### src/rtl/mem_sys_initiator.sv
// ---------------------------------------------------------------------------
// mem_sys_initiator
//
// System-side initiator for the cmd_valid_sys / ready_sys memory command
// handshake. Client requests are queued in a small command FIFO and issued
// one at a time. Write data is driven toward the shared data bus, and read
// data is captured from it. Each completed or timed-out command produces a
// one-cycle response pulse.
//
// Handshake semantics:
//   client side : a request is taken on any rising edge where
//                 req_valid && req_ready. req_ready is simply "FIFO not full".
//                 It does not look at a same-cycle pop.
//   system side : cmd_valid_sys is raised with we/addr/data already stable.
//                 It drops one cycle after ready_sys is first sampled high, or
//                 after TIMEOUT low cycles. No new command is raised until
//                 ready_sys has been seen low again (RELEASE).
//   response    : rsp_valid is a single-cycle pulse with no backpressure.
//
// Ports:
//   clk, reset        clock and synchronous active-high reset
//   req_*             client request (valid/ready, we, addr, wdata)
//   rsp_*             completion pulse with echoed we/addr, err and rdata
//   cmd_valid_sys, we_sys, addr_sys       command toward the controller
//   data_sys_out, data_sys_oe, data_sys_in   shared data bus (tristated above)
//   ready_sys         controller acknowledge
//   busy, level       status (decoded from registers)
// ---------------------------------------------------------------------------
module mem_sys_initiator #(
  parameter int DEPTH   = 4,
  parameter int TIMEOUT = 15
) (
  input  logic                     clk,
  input  logic                     reset,
  input  logic                     req_valid,
  output logic                     req_ready,
  input  logic                     req_we,
  input  logic [7:0]               req_addr,
  input  logic [7:0]               req_wdata,
  output logic                     rsp_valid,
  output logic                     rsp_we,
  output logic                     rsp_err,
  output logic [7:0]               rsp_addr,
  output logic [7:0]               rsp_rdata,
  output logic                     cmd_valid_sys,
  output logic                     we_sys,
  output logic [7:0]               addr_sys,
  output logic [7:0]               data_sys_out,
  output logic                     data_sys_oe,
  input  logic [7:0]               data_sys_in,
  input  logic                     ready_sys,
  output logic                     busy,
  output logic [$clog2(DEPTH):0]   level
);

  localparam int AW = $clog2(DEPTH);
  localparam int LW = AW + 1;

  typedef enum logic [1:0] {
    ST_IDLE    = 2'd0,
    ST_CMD     = 2'd1,
    ST_RELEASE = 2'd2
  } state_t;

  state_t r_state;
  state_t w_state_nxt;

  // FIFO entry layout: {we, addr[7:0], wdata[7:0]}
  logic [16:0]   r_mem [DEPTH];
  logic [AW-1:0] r_wptr;
  logic [AW-1:0] r_rptr;
  logic [LW-1:0] r_level;

  logic          r_cmd_valid;
  logic          r_we;
  logic [7:0]    r_addr;
  logic [7:0]    r_wdata;
  logic          r_oe;
  logic [7:0]    r_wait;

  logic          r_rsp_valid;
  logic          r_rsp_we;
  logic          r_rsp_err;
  logic [7:0]    r_rsp_addr;
  logic [7:0]    r_rsp_rdata;

  logic          w_full;
  logic          w_empty;
  logic          w_push;
  logic          w_issue;
  logic          w_ack;
  logic          w_tmo;
  logic          w_wait_inc;
  logic          w_wait_hit;
  logic [16:0]   w_head;

  assign w_full  = (r_level == LW'(DEPTH));
  assign w_empty = (r_level == '0);
  assign w_push  = req_valid && !w_full;
  assign w_head  = r_mem[r_rptr];

  // r_wait counts completed low-ready CMD cycles, so the TIMEOUT-th low cycle
  // is the one where r_wait == TIMEOUT-1.
  assign w_wait_hit = (TIMEOUT != 0) && (r_wait == 8'(TIMEOUT - 1));

  // Next-state and transition events
  always_comb begin
    w_state_nxt = r_state;
    w_issue     = 1'b0;
    w_ack       = 1'b0;
    w_tmo       = 1'b0;
    w_wait_inc  = 1'b0;
    case (r_state)
      ST_IDLE: begin
        if (!w_empty) begin
          w_issue     = 1'b1;
          w_state_nxt = ST_CMD;
        end
      end
      ST_CMD: begin
        if (ready_sys) begin
          w_ack       = 1'b1;
          w_state_nxt = ST_RELEASE;
        end else if (w_wait_hit) begin
          w_tmo       = 1'b1;
          w_state_nxt = ST_RELEASE;
        end else begin
          w_wait_inc  = 1'b1;
        end
      end
      ST_RELEASE: begin
        // Wait for the controller to drop ready before issuing again.
        if (!ready_sys) w_state_nxt = ST_IDLE;
      end
      default: w_state_nxt = ST_IDLE;
    endcase
  end

  always_ff @(posedge clk) begin
    if (reset) begin
      r_state     <= ST_IDLE;
      r_wptr      <= '0;
      r_rptr      <= '0;
      r_level     <= '0;
      r_cmd_valid <= 1'b0;
      r_we        <= 1'b0;
      r_addr      <= 8'h00;
      r_wdata     <= 8'h00;
      r_oe        <= 1'b0;
      r_wait      <= 8'h00;
      r_rsp_valid <= 1'b0;
      r_rsp_we    <= 1'b0;
      r_rsp_err   <= 1'b0;
      r_rsp_addr  <= 8'h00;
      r_rsp_rdata <= 8'h00;
    end else begin
      r_state     <= w_state_nxt;
      r_rsp_valid <= 1'b0;

      if (w_push) begin
        r_mem[r_wptr] <= {req_we, req_addr, req_wdata};
        r_wptr        <= r_wptr + AW'(1);
      end
      if (w_issue) begin
        r_rptr <= r_rptr + AW'(1);
      end
      case ({w_push, w_issue})
        2'b10:   r_level <= r_level + LW'(1);
        2'b01:   r_level <= r_level - LW'(1);
        default: r_level <= r_level;
      endcase

      if (w_issue) begin
        r_we        <= w_head[16];
        r_addr      <= w_head[15:8];
        r_wdata     <= w_head[7:0];
        r_cmd_valid <= 1'b1;
        r_oe        <= w_head[16];
        r_wait      <= 8'h00;
      end

      if (w_wait_inc) begin
        r_wait <= r_wait + 8'd1;
      end

      if (w_ack || w_tmo) begin
        r_cmd_valid <= 1'b0;
        r_oe        <= 1'b0;
        r_rsp_valid <= 1'b1;
        r_rsp_we    <= r_we;
        r_rsp_addr  <= r_addr;
        r_rsp_err   <= w_tmo;
        r_rsp_rdata <= (w_ack && !r_we) ? data_sys_in : 8'h00;
      end
    end
  end

  assign req_ready     = !w_full;
  assign busy          = (r_state != ST_IDLE) || !w_empty;
  assign level         = r_level;

  assign cmd_valid_sys = r_cmd_valid;
  assign we_sys        = r_we;
  assign addr_sys      = r_addr;
  assign data_sys_out  = r_wdata;
  assign data_sys_oe   = r_oe;

  assign rsp_valid     = r_rsp_valid;
  assign rsp_we        = r_rsp_we;
  assign rsp_err       = r_rsp_err;
  assign rsp_addr      = r_rsp_addr;
  assign rsp_rdata     = r_rsp_rdata;

endmodule

### config.mk
export PLATFORM = sky130hd
export DESIGN_NAME = mem_sys_initiator
export DESIGN_NICKNAME = d
export VERILOG_FILES = /design/src/rtl/mem_sys_initiator.sv
export SDC_FILE = /design/constraint.sdc
export NUM_CORES = 1
export LEC_CHECK = 0
export BUFFER_PORTS_ARGS = -buffer_cell sky130_fd_sc_hd__buf_2
export CAP_MARGIN = 10
export CORE_ASPECT_RATIO = 0.9
export CORE_UTILIZATION = 55
export DETAILED_ROUTE_END_ITERATION = 8
export PLACE_DENSITY_LB_ADDON = 0.2
export SLEW_MARGIN = 20
export SYNTH_ARGS = -nofsm -noshare
export SYNTH_HDL_FRONTEND = slang
export SYNTH_SLANG_ARGS = --single-unit
### constraint.sdc
create_clock -name clk -period 3.4 [get_ports clk]
set_input_delay 1.02 -clock clk [delete_from_list [all_inputs] [get_ports clk]]
set_output_delay 1.02 -clock clk [all_outputs]
set_load 0.005 [all_outputs]
* Yosys cells after proc, flatten, opt, wreduce, memory -nomap -nowiden
Memory sizes are Yosys's and may differ from the RTL's. A register that Yosys moved wholly into a read port is not among the register bits.
Cells that the tools add are included.
** Storage, ports and cells
- Memory bits (writable) :: 68
- Latch bits :: 0
- Bits in registers :: 55
- Memories kept :: 1
- Input bits :: 29
- Output and inout port bits :: 43
- Memory bits (read-only) :: 0
- Logic and storage cells :: 69
** Memory list
- r_mem :: words 4, width 17, rd ports 1, clocked after memory_dff 1, wr ports 1, line 69 : logic [16:0] r_mem [DEPTH];
** Operators by class
- $add $sub $neg :: 5
- Mux-type cells :: 25
- Equal/unequal tests :: 9
- Magnitude comparators :: 0
- Div/mod/pow operators :: 0
- Bitwise logic cells :: 0
- Shift operators :: 0
- Multipliers :: 0
- Reduce and logical (&&, ||, !) cells :: 14
** Operator list (number)
- $mux 8 :: 3
- $mux 1 :: 14
- $mux 2 :: 6
- $add 8x1->8 const B :: 1
- $eq 8x4->1 const B :: 1
- $pmux 2 s3 :: 1
- $pmux 3 s2 :: 1
- $reduce_bool 2->1 :: 3
- $add 2x1->2 const B :: 2
- $eq 2x1->1 const B :: 2
- $eq 2x2->1 const B :: 2
- $ne 2x2->1 const B :: 2
- $add 3x1->3 const B :: 1
- $eq 3x3->1 const B :: 1
- $logic_not 1->1 :: 3
- $logic_not 3->1 :: 1
- $ne 3x3->1 const B :: 1
- $reduce_and 3->1 :: 1
- $sub 3x1->3 const B :: 1
- $logic_and 1x1->1 :: 2
- $logic_not 2->1 :: 1
- $logic_or 1x1->1 :: 2
- $reduce_or 2->1 :: 1

* Longest topological paths before layout
Gate-level depths: netlist of the first run.
- Depth in word-level cells :: 6
- Mapped depth :: 9
- Depth with buffers taken out :: 8

* Worst setup path after synthesis of the first run
OpenSTA, ideal clock, no wires.
- Path kind :: register to register
- Start point :: register r_level[0] (netlist: level[0])
- End point :: register r_level[2] (netlist: level[2])
- Library setup time :: 0.070 ns
- Path buffers :: 1
- Arrival :: 2.384 ns
- Data required time :: 3.330 ns
- Period minus slack after synthesis :: 2.455 ns
- Slack :: 0.945 ns
- Cell stages (with the launch flop) :: 10
- Cell sequence :: dfxtp_1 or3_1 nand2_1 inv_1 clkbuf_1 ha_1 fa_1 xnor2_1 or3_1 a21oi_1
** On the way
- Word-level cells in the longest chain between the ends :: 5
- Elaborated cells between the ends (all ways) :: 12
- Classes of those cells :: 2 x add/sub; 3 x eq/ne; 3 x mux; 4 x reduce/logical
** Ends and longest elaborated chain
- from (decl) :: line 72 : logic [LW-1:0] r_level;
- from (signal assigned) :: line 168 : 2'b10: r_level <= r_level + LW'(1);
- from (signal assigned) :: line 169 : 2'b01: r_level <= r_level - LW'(1);
- from (signal assigned) :: line 170 : default: r_level <= r_level;
- $logic_not 3->1 (*) :: line 98 : assign w_empty = (r_level == '0);
- $mux 1 (*) :: line 115 : if (!w_empty) begin
- $mux 1 (*) :: line 113 : case (r_state)
- net w_issue :: line 90 : logic w_issue;
- $eq 2x1->1 / $eq 2x2->1 (equally long branches) :: line 167 : case ({w_push, w_issue})
- $pmux 3 s2 / $reduce_bool 2->1 (equally long branches)
Mark *: on every way through the listed nets, which the timed path passes. The rest lies on a longest branch.
A chain may end at the register's enable or synchronous reset.

* Final worst setup path of the first run
- Start point :: register r_level[2] (netlist: level[2])
- End point :: output req_ready
** On the way
- Word-level cells in the longest chain between the ends :: 2
** Ends and longest elaborated chain
- $eq 3x3->1 :: line 97 : assign w_full = (r_level == LW'(DEPTH));
- $logic_not 1->1 :: line 198 : assign req_ready = !w_full;
- to (decl) :: line 36 : output logic req_ready,
Every way passes these cells.

==> summary.txt, run 1 <==
Crit start category = flip-flop
Multi-input logic area = 0.00149 sq mm
Max Slew Vio Count = 0
Global-route wire length before repair = 14.9 mm
Deepest clock path buffer count = 2
# diodes = 0
Avg Inst Size Synth = 13.8 sq um
Filler Cell Count = 593
Final setup viols = 0
Placed insts = 522
Power per cell area = 807 mW/mm^2
Post-synth ARST share = 0
Final Hold Violating Endpoints = 0
1st-iter DRT viols = 171
Nets = 463
Worst setup margin = 827 ps
Post-synth top flop = edfxtp_1
Final WL = 9.23 mm
Die ar. = 0.00905 sq mm
Final Instance Area = 0.00579 sq mm
# rows = 31
WL/cell = 16.7 um
Min Tclk post-route = 2570 ps
Initial Utilization = 0.580
Post-DR vias/cell = 5.44
Clk pin slew, worst setup/hold paths = 60 ps
Largest net degree at the start of global routing = 49
Syn Inst Count = 345
Critical-path maximum fanout = 6
Placer Congestion = 0.799
Number of global-route vias before repair = 2956
CP endpoint kind = output port
Hold Path Class = flip-flop to flip-flop
Pre-antenna DRT Iters = 4
LEAKAGE = 2.17 nW
CP arrival = 1550 ps
Hold buffers post-CTS = 0
Finished Layout Cells = 554
Antenna viol nets, final = 0
Worst slew pin tran = 851 ps
R2r setup slk = 1180 ps
Peak supply drop = 0.528 mV
Sequential area share after synthesis = 0.667
WP data required = 2380 ps
Number of I/O port buffers = 71
Total GRT Usage = 0.223
Chip height = 90.4 um
Warnings, synthesis = 0
Final worst-path cycle share = 0.757
GRT overflow = 0
Worst-Skew Late Latency = 520 ps
Yosys cell types = 44
DRC viols = 0
CTS tree = yes
Yosys reg bits = 125
Post-cts sizing count = 0
Register area = 0.00318 sq mm
IO Pins = 72
Max_cap viols = 0
Kind of critical path = flip-flop to output port
Unrepaired setup endpoints after global routing = no
Initial antenna violation count = 0
Pre-CTS setup slack = 882 ps
Total CTS buffers = 17
Root buffer cell = clkbuf_8
Setup_tns = 0 ps
Layout cell share with drive strength beyond 1 = 0.317
Worst Skew = 7.35 ps
Via Count = 3014
CORE AREA = 0.00822 sq mm
Achievable frequency = 0.389 GHz
CTS Sinks = 125
Post-CTS setup repair buffer count = 0
Synth-to-layout area growth = 21.3%
Syn_nets = 382
Slew margin rel. = 0.432
HPWL after DPL = 5.81 mm
Mapped Area = 0.00477 sq mm
Status = complete, no violations
Number of synthesized flops with an enable pin = 68
Placed Area = 0.00526 sq mm
Die span in x = 100 um
H-tree depth = 4
==> area by class of cell <==
cell class / count / share of cell area
inverters: 5 / 0.00324
repair buffers: 80 / 0.0730
clock inverters: 14 / 0.0190
well taps: 115 / 0.0249
multi-input cells: 197 / 0.258
flip-flops and latches: 125 / 0.550
clock buffers: 18 / 0.0722
==> power by group <==
part | internal (mW) | total, mW | switching [mW]
registers | 1.80 | 1.98 | 0.177
clock network | 0.905 | 1.58 | 0.671
logic | 0.504 | 1.11 | 0.608
==> routing by layer <==
layer  vias up  GRT usage  part of all wire
met5         -          0                 0
met4         0      0.105             0.015
met3        11     0.0604             0.031
met2        57      0.361              0.52
met1      1504      0.278              0.43
li1       1442          -                 -
==> worst max-delay path, stage by stage (launching register included) <==
cell	delay (ps)
dfxtp_1	400
or3b_2	490
buf_2	150
==> state kept, by name, indices dropped and copies added, names as in the netlist, named ones only <==
| register | flops |
|---|---|
| addr_sys | 8 |
| cmd_valid_sys | 1 |
| data_sys_oe | 1 |
| data_sys_out | 8 |
| level | 3 |
| r_mem | 68 |
| r_rptr | 2 |
| r_state | 2 |
| r_wait | 8 |
| r_wptr | 2 |
| rsp_addr | 8 |
| rsp_err | 1 |
| rsp_rdata | 8 |
| rsp_valid | 1 |
| rsp_we | 1 |
| we_sys | 1 |
==> worst paths after layout <==
| kind | startpoint | to | cells after the start |
|---|---|---|---|
| worst min-delay path | data_sys_out[2] | data_sys_out[2] | 2 |
| worst max-delay path | level[2] | req_ready | 2 |
| worst min register to register | data_sys_out[2] | data_sys_out[2] | 2 |
| worst max register to register | level[0] | level[2] | 8 |
==> synth_stat cells (2+ instances only) <==
master     n  area share
mux2i_1    2      0.0042
clkbuf_1  12      0.0094
dfxtp_1   57        0.24
nor2_1    11      0.0087
nand4b_1   9       0.017
nand3_1    9      0.0094
edfxtp_1  68        0.43
and2_1     6      0.0079
a22o_1     8       0.015
ha_1       7       0.018
o21a_1     3      0.0047
nor3_1     2      0.0021
nand2_1   45       0.035
mux4_2    17       0.080
a21oi_1   26       0.027
nand2b_1  10       0.013
o21ai_0   11       0.012
xnor2_1    3      0.0055
buf_2      5      0.0052
inv_1      5      0.0039
or3_1      3      0.0039
xor2_1     3      0.0055
a211oi_1   2      0.0031
==> kinds of logic (layout without fill, tap and decap cells) <==
logic type      count (synthesis)  after routing  synth area share
mux                            19             19            0.0844
compound gates                 58             58            0.0781
xor+xnor                        6              6            0.0110
flops                         125            125             0.667
buf+inv                        23            117            0.0202
fa+ha+maj                       8              8            0.0225
simple gates                  106            106             0.117
==> cell usage in the layout (no fill, tap or decap), types with 10 or more instances in the layout <==
| master | n |
|---|---|
| a21oi_1 | 26 |
| buf_2 | 71 |
| clkbuf_16 | 16 |
| dfxtp_1 | 57 |
| edfxtp_1 | 68 |
| mux4_2 | 17 |
| nand2_1 | 45 |
| nand2b_1 | 10 |
| nor2_1 | 11 |
| o21ai_0 | 11 |
==> through the flow <==
step,hold slack [ps],utilization,power (mW)
2_1_floorplan,453,-,2.72
3_3_place_gp,440,0.640,3.10
3_5_place_dp,445,0.640,3.13
4_1_cts,453,0.704,4.72
5_1_grt,473,0.704,4.91
6_report,449,0.704,4.67
No activity file was read; power rests on OpenSTA's default activity.
==> inputs of run 2 (changes only) <==
--- a/config.mk
+++ b/config.mk
@@ -8,7 +8,7 @@
 export BUFFER_PORTS_ARGS = -buffer_cell sky130_fd_sc_hd__buf_2
 export CAP_MARGIN = 10
 export CORE_ASPECT_RATIO = 0.9
-export CORE_UTILIZATION = 55
+export CORE_UTILIZATION = 51
 export DETAILED_ROUTE_END_ITERATION = 8
 export PLACE_DENSITY_LB_ADDON = 0.2
 export SLEW_MARGIN = 20
==> constraint.sdc (replaced) <==
create_clock -name clk -period 2.2 [get_ports clk]
set_input_delay 0.66 -clock clk [delete_from_list [all_inputs] [get_ports clk]]
set_output_delay 0.66 -clock clk [all_outputs]
set_load 0.005 [all_outputs]
==> summary.txt, run 2 (same netlist as run 1, synthesis figures left out) <==
Power per cell area = 1310 mW/mm^2 (was 807 mW/mm^2)
Filler Cell Count = 674 (was 593)
Max FFs per register = 68 (unchanged)
CP endpoint kind = output port (unchanged)
Slowest cell on crit path = nor2_1 (was or3b_2)
Worst Skew = 11.8 ps (was 7.35 ps)
Worst slew pin tran = 505 ps (was 851 ps)
Clk pin slew, worst setup/hold paths = 60 ps (about the same)
Deepest clock path buffer count = 2 (unchanged)
# diodes = 0 (unchanged)
Kind of critical path = flip-flop to output port (unchanged)
Post-CTS setup repair buffer count = 0 (unchanged)
Final WL = 9.14 mm (was 9.23 mm)
Achievable frequency = 0.480 GHz
Min Tclk post-route = 2090 ps
Nets = 467 (was 463)
Number of global-route vias before repair = 2900 (was 2956)
Die ar. = 0.00975 sq mm (was 0.00905 sq mm)
Total Power = 7.81 mW (was 4.67 mW)
Max Slew Vio Count = 0 (unchanged)
Post-DR vias/cell = 5.38 (was 5.44)
Finished Layout Cells = 565 (was 554)
IO Pins = 72 (unchanged)
WL/cell = 16.2 um (was 16.7 um)
Multi-input logic area = 0.00151 sq mm (was 0.00149 sq mm)
CTS Sinks = 125 (unchanged)
Global-route wire length before repair = 14.9 mm (about the same)
CP arrival = 1430 ps (was 1550 ps)
1st-iter DRT viols = 166 (was 171)
CORE AREA = 0.00908 sq mm (was 0.00822 sq mm)
Final Hold Violating Endpoints = 0 (unchanged)
# rows = 33 (was 31)
Setup_tns = 0 ps (unchanged)
Register area = 0.00319 sq mm (was 0.00318 sq mm)
CTS tree = yes (unchanged)
Synth-to-layout area growth = 24.8% (was 21.3%)
Hold buffers post-CTS = 0 (unchanged)
Leading cell type in the layout, fill and taps excluded = buf_2 (unchanged)
LEAKAGE = 2.25 nW (was 2.17 nW)
Final setup viols = 0 (unchanged)
Crit-path cells = nor2_1 -> nand2_1 -> buf_2 (was or3b_2 -> buf_2)
Number of I/O port buffers = 71 (unchanged)
GRT overflow = 0 (unchanged)
Largest net degree at the start of global routing = 30 (was 49)
Hold Slack = 363 ps (was 449 ps)
Unrepaired setup endpoints after global routing = no (unchanged)
Placed insts = 533 (was 522)
Hold Path Class = input pin to flip-flop (was flip-flop to flip-flop)
Total GRT Usage = 0.204 (was 0.223)
Most frequent cells in the layout = buf_2 (71), edfxtp_1 (68), dfxtp_1 (55) (was buf_2 (71), edfxtp_1 (68), dfxtp_1 (57))
WP data required = 1540 ps (was 2380 ps)
Die span in x = 104 um (was 100 um)
Crit start category = flip-flop (unchanged)
Total CTS buffers = 17 (unchanged)
Initial Utilization = 0.525 (was 0.580)
Worst-Skew Late Latency = 510 ps (was 520 ps)
Critical-path maximum fanout = 4 (was 6)
Pre-antenna DRT Iters = 4 (unchanged)
Layout cell share with drive strength beyond 1 = 0.336 (was 0.317)
Peak supply drop = 1.00 mV (was 0.528 mV)
Final worst-path cycle share = 0.948
Placer Congestion = 0.763 (was 0.799)
Via Count = 3040 (was 3014)
Worst setup margin = 115 ps (was 827 ps)
Max_cap viols = 0 (unchanged)
DRC viols = 0 (unchanged)
Pre-CTS setup slack = 132 ps (was 882 ps)
Antenna viol nets, final = 0 (unchanged)
Chip height = 93.8 um (was 90.4 um)
Slew margin rel. = 0.661 (was 0.432)
Max incr delay on CP = 350 ps (was 490 ps)
HPWL after DPL = 5.53 mm (was 5.81 mm)
Root buffer cell = clkbuf_8 (unchanged)
Most flop-heavy register = r_mem (unchanged)
Status = complete, no violations (unchanged)
Initial antenna violation count = 1 (was 0)
H-tree depth = 4 (unchanged)
==> run 2: metrics by stage <==
stage                      util  cell area [sq um]
after floorplan               -               4800
final                     0.655               5950
after CTS                 0.655               5950
after global placement    0.586               5320
after detailed placement  0.586               5320
after global routing      0.655               5950
==> run 2: area by class of cell <==
cell class              count  share of cell area
flip-flops and latches    125               0.535
multi-input cells         197               0.254
repair buffers             84              0.0761
clock buffers              18              0.0702
clock inverters            14              0.0357
well taps                 122              0.0256
inverters                   5             0.00315
==> run 2: per-layer routing <==
metal  share of wire  global-route usage  wire length [um]
met1            0.46               0.266              4180
met2            0.48               0.323              4410
met3           0.053              0.0659               484
met4          0.0056              0.0714                51
met5          0.0019                   0                17
==> run 2: path summary, 6_finish.rpt <==
kind,to,from,slack (ps),depth (start not counted)
hold reg to reg,data_sys_out[3],data_sys_out[3],450,2
setup reg to reg,level[2],level[2],160,8
setup / recovery,busy,r_state[1],110,3
hold / removal,r_mem[2][1],req_wdata[1],360,1
==> run 2: worst max-delay path, delay by kind of cell (launching register included) <==
family | cells | cell delay [ps]
buf+inv | 1 | 130
flops | 1 | 340
simple gates | 2 | 450
==> run 2: repair_timing <==
item / 4_1_cts / 5_1_grt
hold endpoints to repair: 0 / 0
endpoints found under the setup margin: 1 / 1
resized for setup: 1 / 1
==> run 2: power breakdown <==
group	total [mW]	switching [mW]	internal (mW)
logic	1.88	1.05	0.824
clock network	2.95	0.998	1.96
registers	2.98	0.189	2.79
total	7.81	2.24	5.57
==> inputs of run 3 (changes only) <==
--- a/config.mk
+++ b/config.mk
@@ -11,6 +11,7 @@
 export CORE_UTILIZATION = 51
 export DETAILED_ROUTE_END_ITERATION = 8
 export PLACE_DENSITY_LB_ADDON = 0.2
+export SETUP_SLACK_MARGIN = 0.15
 export SLEW_MARGIN = 20
 export SYNTH_ARGS = -nofsm -noshare
 export SYNTH_HDL_FRONTEND = slang
==> summary.txt, run 3 (same netlist as run 1, synthesis figures left out) <==
Status = complete, no violations (unchanged)
Placer Congestion = 0.734 (was 0.763)
Most flop-heavy register = r_mem (unchanged)
Final Hold Violating Endpoints = 0 (unchanged)
CP arrival = 1440 ps (was 1430 ps)
Post-DR vias/cell = 5.34 (was 5.38)
Crit start category = flip-flop (unchanged)
Worst Skew = 16.0 ps (was 11.8 ps)
Deepest clock path buffer count = 2 (unchanged)
Synth-to-layout area growth = 24.9% (was 24.8%)
Max_cap viols = 0 (unchanged)
Worst-Skew Late Latency = 520 ps (was 510 ps)
Max FFs per register = 68 (unchanged)
Via Count = 3028 (was 3040)
CTS Sinks = 125 (unchanged)
CTS tree = yes (unchanged)
Register area = 0.00319 sq mm (about the same)
Hold Path Class = input pin to flip-flop (unchanged)
HPWL after DPL = 5.76 mm (was 5.53 mm)
Top delay family on crit path = simple AND/OR/NAND/NOR gates (unchanged)
CP endpoint kind = output port (unchanged)
Crit-path cells = or3b_4 -> buf_6 (was nor2_1 -> nand2_1 -> buf_2)
Final WL = 9.36 mm (was 9.14 mm)
# diodes = 0 (unchanged)
Placed insts = 534 (was 533)
Leading cell type in the layout, fill and taps excluded = buf_2 (unchanged)
DRC viols = 0 (unchanged)
Unrepaired setup endpoints after global routing = yes (was no)
Setup_tns = 0 ps (unchanged)
Worst Hold Path Cells = 1 (unchanged)
Critical-path maximum fanout = 6 (was 4)
Bufs and invs on worst path = 1 (unchanged)
WP data required = 1540 ps (about the same)
IO Pins = 72 (unchanged)
Worst slew pin tran = 539 ps (was 505 ps)
Initial Utilization = 0.525 (unchanged)
Pre-antenna DRT Iters = 4 (unchanged)
LEAKAGE = 2.25 nW (about the same)
GRT overflow = 0 (unchanged)
CORE AREA = 0.00908 sq mm (unchanged)
Initial antenna violation count = 0 (was 1)
Kind of critical path = flip-flop to output port (unchanged)
Slowest cell on crit path = or3b_4 (was nor2_1)
Die span in x = 104 um (unchanged)
H-tree depth = 4 (unchanged)
WP depth = 2 (was 3)
R2r setup slk = 170 ps (was 160 ps)
Number of I/O port buffers = 71 (unchanged)
Antenna viol nets, final = 0 (unchanged)
Achievable frequency = 0.477 GHz (was 0.480 GHz)
Power per cell area = 1280 mW/mm^2 (was 1310 mW/mm^2)
Hold buffers post-CTS = 0 (unchanged)
Slew margin rel. = 0.641 (was 0.661)
Most frequent cells in the layout = buf_2 (70), edfxtp_1 (68), dfxtp_1 (54) (was buf_2 (71), edfxtp_1 (68), dfxtp_1 (55))
Multi-input logic area = 0.00153 sq mm (was 0.00151 sq mm)
# rows = 33 (unchanged)
Max Slew Vio Count = 0 (unchanged)
Clk pin slew, worst setup/hold paths = 60 ps (about the same)
Global-route wire length before repair = 15.1 mm (was 14.9 mm)
Finished Layout Cells = 567 (was 565)
Number of global-route vias before repair = 2941 (was 2900)
Total CTS buffers = 17 (unchanged)
Final worst-path cycle share = 0.953 (was 0.948)
WL/cell = 16.5 um (was 16.2 um)
Layout cell share with drive strength beyond 1 = 0.351 (was 0.336)
Chip height = 93.8 um (unchanged)
Die ar. = 0.00975 sq mm (unchanged)
Root buffer cell = clkbuf_8 (unchanged)
Peak supply drop = 0.702 mV (was 1.00 mV)
Total GRT Usage = 0.209 (was 0.204)
R2R depth = 8 (unchanged)
Largest net degree at the start of global routing = 56 (was 30)
Nets = 469 (was 467)
Max incr delay on CP = 430 ps (was 350 ps)
Min Tclk post-route = 2100 ps (was 2090 ps)
Final setup viols = 0 (unchanged)
Filler Cell Count = 671 (was 674)
1st-iter DRT viols = 132 (was 166)
Final Util = 0.656 (was 0.655)
-- run 3: cell count changes in the layout (fill, tap and decap cells not counted), moves of 2 or more --
cell | previous run | this run
bufinv_16 | 5 | 2
clkinv_1 | 2 | 0
clkinv_4 | 0 | 3
dfxtp_2 | 2 | 0
dfxtp_4 | 0 | 3
-- run 3: layout make-up --
class	instances	share of cell area
inverter	5	0.00315
timing repair buffer	86	0.0816
tap	122	0.0256
clock buffer	18	0.0701
clock inverter	14	0.0264
multi-input combinational	197	0.257
sequential	125	0.536
-- run 3: final timing paths --
kind | to | start
worst max register to register | level[2] | level[2]
worst min-delay path | r_mem[3][0] | req_wdata[0]
worst min register to register | data_sys_out[2] | data_sys_out[2]
worst max-delay path | req_ready | level[1]
-- run 3: timing repair --
| item | in CTS | in global routing |
|---|---|---|
| gates resized for setup | 3 | 6 |
| setup endpoints to repair | 4 | 3 |
| buffers inserted | 0 | 1 |
| pin swaps | 0 | 1 |
-- run 3: report_power, final --
group / internal [mW] / total [mW] / switching, mW / leakage [nW]
Sequential: 2.80 / 3.00 / 0.201 / 1.08
Clock: 1.63 / 2.67 / 1.05 / 0.273
Combinational: 0.870 / 1.93 / 1.06 / 0.890
-- run 3: stage by stage --
step | instance area (sq um) | total power, mW | setup WS (ps) | hold slack [ps]
after floorplan | 4810 | 4.31 | 90.8 | 453
after global placement | 5350 | 4.89 | 159 | 441
after detailed placement | 5350 | 4.94 | 120 | 446
after CTS | 5930 | 7.64 | 80.9 | 336
after global routing | 5960 | 8.01 | 68.0 | 335
final | 5960 | 7.61 | 104 | 354
-- run 3: layer usage --
layer | vias to the layer above | global-route usage | wire length, um
li1 | 1456 | - | -
met1 | 1485 | 0.256 | 3980
met2 | 75 | 0.352 | 4820
met3 | 12 | 0.0721 | 427
met4 | 0 | 0.0655 | 123
met5 | - | 0 | 0
